--- config.mk ---
export PLATFORM = sky130hd
export DESIGN_NAME = pc_redirect_unit
export DESIGN_NICKNAME = d
export VERILOG_FILES = /design/src/rtl/pc_redirect_unit_pkg.sv /design/src/rtl/pc_next_mux.sv /design/src/rtl/pc_redirect_unit.sv
export SDC_FILE = /design/constraint.sdc
export NUM_CORES = 1
export LEC_CHECK = 0
export CELL_PAD_IN_SITES_DETAIL_PLACEMENT = 0
export CELL_PAD_IN_SITES_GLOBAL_PLACEMENT = 1
export CORE_ASPECT_RATIO = 1.1
export CORE_MARGIN = 2
export CORE_UTILIZATION = 31
export CTS_CLUSTER_DIAMETER = 120
export DETAILED_ROUTE_END_ITERATION = 12
export HOLD_SLACK_MARGIN = 0.05
export PLACE_DENSITY = 0.74
export RECOVER_POWER = 50
export SLEW_MARGIN = 20
export SYNTH_ARGS = -nofsm -noshare
export SYNTH_HDL_FRONTEND = slang
export SYNTH_SLANG_ARGS = --single-unit
--- constraint.sdc ---
create_clock -name CLK -period 2.6 [get_ports CLK]
set_clock_uncertainty 0.05 [all_clocks]
set_input_delay 0.52 -clock CLK [delete_from_list [all_inputs] [get_ports CLK]]
set_output_delay 0.52 -clock CLK [all_outputs]
set_load 0.01 [all_outputs]
--- src/rtl/pc_redirect_unit_pkg.sv ---
// pc_redirect_unit_pkg: default widths and vectors plus the fetch-state and next-PC select enums
package pc_redirect_unit_pkg;
  localparam int DEFAULT_XLEN = 32;
  localparam logic [31:0] DEFAULT_RESET_VECTOR = 32'h0000_0000;
  localparam logic [31:0] DEFAULT_TRAP_VECTOR = 32'h0000_0004;
  typedef enum logic [1:0] {FETCH, WAIT_MEM, REDIRECT_PEND} fetch_state_e;
  typedef enum logic [1:0] {NPC_INC, NPC_HOLD, NPC_TGT, NPC_PEND} npc_sel_e;
endpackage

--- src/rtl/pc_next_mux.sv ---
// pc_next_mux: next-PC select (inc/hold/target/pending) with target alignment, or trap on misalign when PC_MISALIGN_TRAP_EN is defined
module pc_next_mux
  import pc_redirect_unit_pkg::*;
#(
  parameter int XLEN = DEFAULT_XLEN,
  parameter logic [XLEN-1:0] TRAP_VECTOR = XLEN'(DEFAULT_TRAP_VECTOR)
) (
  input  npc_sel_e          sel,
  input  logic [XLEN-1:0]   pc,
  input  logic [XLEN-1:0]   target,
  input  logic [XLEN-1:0]   pend,
  output logic [XLEN-1:0]   next_pc,
  output logic              tgt_misalign
);
  logic [XLEN-1:0] src;
  logic            src_misalign;
  assign src = sel == NPC_TGT ? target : pend;
`ifdef PC_MISALIGN_TRAP_EN
  assign src_misalign = |src[1:0];
  assign tgt_misalign = |target[1:0];
`else
  assign src_misalign = 1'b0;
  assign tgt_misalign = 1'b0;
`endif
  assign next_pc = sel == NPC_INC  ? pc + XLEN'(4) :
                   sel == NPC_HOLD ? pc :
                   src_misalign    ? TRAP_VECTOR : src & ~XLEN'(3);
endmodule

--- src/rtl/pc_redirect_unit.sv ---
// pc_redirect_unit: IF-stage PC register, fetch sequencing, redirect/flush control with pending redirect across imem busywait (optional PC_MISALIGN_TRAP_EN)
module pc_redirect_unit
  import pc_redirect_unit_pkg::*;
#(
  parameter int XLEN = DEFAULT_XLEN,
  parameter logic [XLEN-1:0] RESET_VECTOR = XLEN'(DEFAULT_RESET_VECTOR),
  parameter logic [XLEN-1:0] TRAP_VECTOR = XLEN'(DEFAULT_TRAP_VECTOR)
) (
  input  logic            CLK,
  input  logic            RESET,
  input  logic            PC_SEL,
  input  logic [XLEN-1:0] BRANCH_TARGET,
  input  logic            STALL,
  input  logic            IMEM_BUSYWAIT,
  output logic [XLEN-1:0] PC,
  output logic [XLEN-1:0] PC_PLUS4,
  output logic            IMEM_READ,
  output logic            IF_VALID,
  output logic            FLUSH_IF_ID,
  output logic            FLUSH_ID_EX,
  output logic            MISALIGN
);
  fetch_state_e    state, next_state;
  npc_sel_e        sel;
  logic [XLEN-1:0] pend_target, next_pc;
  logic            tgt_misalign;
  always_comb begin
    sel = IMEM_BUSYWAIT          ? NPC_HOLD :
          PC_SEL                 ? NPC_TGT :
          state == REDIRECT_PEND ? NPC_PEND :
          STALL                  ? NPC_HOLD : NPC_INC;
    next_state = PC_SEL && IMEM_BUSYWAIT ? REDIRECT_PEND :
                 !IMEM_BUSYWAIT          ? FETCH :
                 state == FETCH          ? WAIT_MEM : state;
  end
  pc_next_mux #(.XLEN(XLEN), .TRAP_VECTOR(TRAP_VECTOR)) u_mux (
    .sel(sel),
    .pc(PC),
    .target(BRANCH_TARGET),
    .pend(pend_target),
    .next_pc(next_pc),
    .tgt_misalign(tgt_misalign)
  );
  always_ff @(posedge CLK) begin
    if (RESET) begin
      state <= FETCH;
      PC <= RESET_VECTOR;
      pend_target <= '0;
    end else begin
      state <= next_state;
      PC <= next_pc;
      if (PC_SEL && IMEM_BUSYWAIT) pend_target <= BRANCH_TARGET;
    end
  end
  assign PC_PLUS4 = PC + XLEN'(4);
  assign IMEM_READ = !RESET;
  assign FLUSH_IF_ID = !RESET && PC_SEL;
  assign FLUSH_ID_EX = !RESET && PC_SEL;
  assign MISALIGN = !RESET && PC_SEL && tgt_misalign;
  assign IF_VALID = !RESET && !PC_SEL && !IMEM_BUSYWAIT &&
                    (state == WAIT_MEM || (state == FETCH && !STALL));
endmodule

==> run metrics <==
CP max stage delay=0.56 ns; yosys warns=0; grt ovf=0; ys async rst share=0%; TritonCTS clock tree=yes; Inserted Clock Buffers=9; status=complete, but fails checks; Finished Cell Area=0.00579 mm^2; Die Height=116 um; area occupied by registers=0.00125 mm^2; Synth area leaders=dfxtp_1 (35%), nand2_1 (7.9%), a21oi_1 (7.9%); MaxCap Viol Count=0; top-area cell type share of the netlist area=34.9%; Synth top cells by count=nand2_1 (75), dfxtp_1 (62), a21oi_1 (56), clkbuf_1 (36), o21ai_0 (29); nature of the critical path startpoint=register; Post-Place Setup Slack=-0.255 ns; fin crit period=2.68 ns; Critical Path Sink Type=output port; slowest cell on the critical path=or4_4; fill count=1,078; gr usage total=21.5%; most common cell in the netlist=nand2_1; Final WS setup=-0.0826 ns; crit path kind=reg -> out; wire per inst=16.9 um; clk slew on worst S/H paths=0.06 ns; failing checks=negative setup slack; Setup TNS=-0.0978 ns; initial antenna violation count=0; vias=4,212; delay-heaviest family, CP=simple AND/OR/NAND/NOR gates; hpwl dp=9300 um; drt drc=0; Synth area leader=dfxtp_1; Row Count=41; CP arrival=2.11 ns; Die Width=106 um; Worst VDD drop=0.000287 V; reg2reg end=PC[20]$_SDFFE_PP0P_; Worst EP required=2.03 ns; Initial Util=31.4%; Synth Flop Type=dfxtp_1; via/cell ratio=5.39; Hold Vio Cnt, Final=0; area grow syn2layout=62.7%; clock insertion delay at the later pin of the skew report=0.33 ns; Hold Startpoint=pend_target[23]$_SDFFE_PP0P_; die area=0.0123 mm^2; Rel. slew slack=46.8%; largest net degree at the start of global routing=36; fmax=373 MHz; hold buffer count at cts=0; Tcrit/Tclk final=103%; Post-synth EDFFs=0; Synth Area per Inst=7.66 um^2; I/O Pins=106; core area=0.0113 mm^2; CTS root buf=clkbuf_16; CP Cell Sequence=nand4_4, or4_4, or4_4, xnor2_4, buf_6; Reg-to-Reg Start=PC[9]$_SDFFE_PP0P_; share of layout cells above drive strength 1=26.6%; reg2reg path depth=9; Clock Sinks=62; vias in the first global route=3,915; dpl cell area=0.00521 mm^2; worst hold path type=reg -> reg; Final setup viols=2; nets=664; RSZ-0062 raised after global routing=true; PwrDens=512 mW/mm^2; Routed WL=13,200 um; Max Fanout on Critical Path=2; Hold WS=0.405 ns; Pleak=2.45 nW; Pwr Total=2.96 mW; Final GP Congestion=0.850; Synth cell types=52; flop-to-flop setup slack=0.52 ns; Synth Instances=464; Slew Limit Fails=0; worst hold stages=2; post-route ant nets=0; drt first pass iters=5; multi-input logic area=0.00227 mm^2; Worst Hold Endpoint=pend_target[23]$_SDFFE_PP0P_; first-pass GRT wire length=20,800 um; Slew @ Worst Pin=0.798 ns; register bit count reported by yosys=62; sequential fraction of the synthesis area=34.9%; clk buf depth=2; IO Port Bufs=98; antenna cell count=0; most frequent CP cell=or4_4; worst path bufs/invs=1; # H-tree levels=3; First DRT Iteration DRCs=333; post-synthesis cell area=0.00356 mm^2
## per-stage QoR
step                      instances  util, %
final                           781     51.0
after global routing            781     51.0
after CTS                       772     49.9
after detailed placement        748     45.9
after global placement          748     45.9
after floorplan                 468        -
## tightest hold or removal path, cell delays in order (launching register included)
cell and delay [ns]:
dfxtp_1 0.31, nand2_1 0.05, a21oi_1 0.05
## what timing repair did
action                                  CTS  global route
hold endpoints to repair                  0             0
pin swaps                                 4             7
gates resized for setup                  68            43
endpoints found under the setup margin   23            25
gates cloned                              0             0
setup buffers                             8             9
## final cells by class
cell class	instances	area share, %
Multi-Input combinational cell	352	39.3
Timing Repair Buffer	192	29.0
Sequential cell	62	21.7
Clock buffer	11	4.37
Tap cell	150	3.24
Clock inverter	5	1.82
Inverter	9	0.584
## routing by layer
metal / part of all wire (%) / track usage (%) / wire length [um] / vias to the layer above
met2: 47 / 34.4 / 6230 / 180
met4: 1.9 / 7.98 / 254 / 0
li1: - / - / - / 2016
met3: 5.8 / 3.18 / 766 / 21
met5: 0 / 0 / 0 / -
met1: 45 / 29.3 / 5940 / 1995
## worst max path at each step
stage | from | endpoint | slack [ns] | cells past startpoint
final | PC[5]$_SDFFE_PP0P_ | PC_PLUS4[31] | -0.08 | 5
after global routing | PC[9]$_SDFFE_PP0P_ | PC_PLUS4[31] | -0.13 | 5
after CTS | PC[8]$_SDFFE_PP0P_ | PC_PLUS4[31] | -0.11 | 5
after detailed placement | PC[5]$_SDFFE_PP0P_ | PC_PLUS4[31] | -0.26 | 5
after global placement | PC[5]$_SDFFE_PP0P_ | PC_PLUS4[31] | -0.25 | 5
after floorplan | PC[7]$_SDFFE_PP0P_ | PC_PLUS4[27] | 0.002 | 6
## sequential cells by signal, indices dropped and copies added (netlist names)
signal / flops
state: 2
pend_target: 30
PC: 30
## cell families (layout without fill, tap and decap cells)
group / count (synthesis) / count (layout) / share of synthesized area (%)
xor+xnor: 28 / 28 / 6.90
other cells: 1 / 5 / 0.105
flops: 62 / 62 / 34.9
simple gates: 170 / 170 / 23.8
mux: 6 / 6 / 1.90
fa+ha+maj: 1 / 1 / 0.352
buf+inv: 54 / 217 / 6.58
compound gates: 142 / 142 / 25.5
## power breakdown
group,internal [mW],switching [mW],leakage [nW]
clock network,0.988,0.445,0.168
registers,0.995,0.0277,0.510
logic,0.244,0.260,1.77
total,2.23,0.733,2.45
## cell usage in the layout, fill, tap and decap left out, types with 6 or more instances in the layout
master,n
nor4_1,6
clkbuf_16,9
clkdlybuf4s50_1,47
dlygate4sd3_1,24
a31oi_1,9
clkbuf_2,7
nand4_1,8
xor2_1,8
xnor2_1,16
nor3_1,9
nand3_1,16
nand2_1,73
a21oi_1,55
nor2_1,15
buf_2,9
o21ai_0,29
dfxtp_2,8
mux2_2,6
inv_1,9
buf_4,78
dfxtp_1,53
a221oi_1,9
a22o_1,7
buf_6,10
Note: power is estimated with default switching activity, not from simulation.
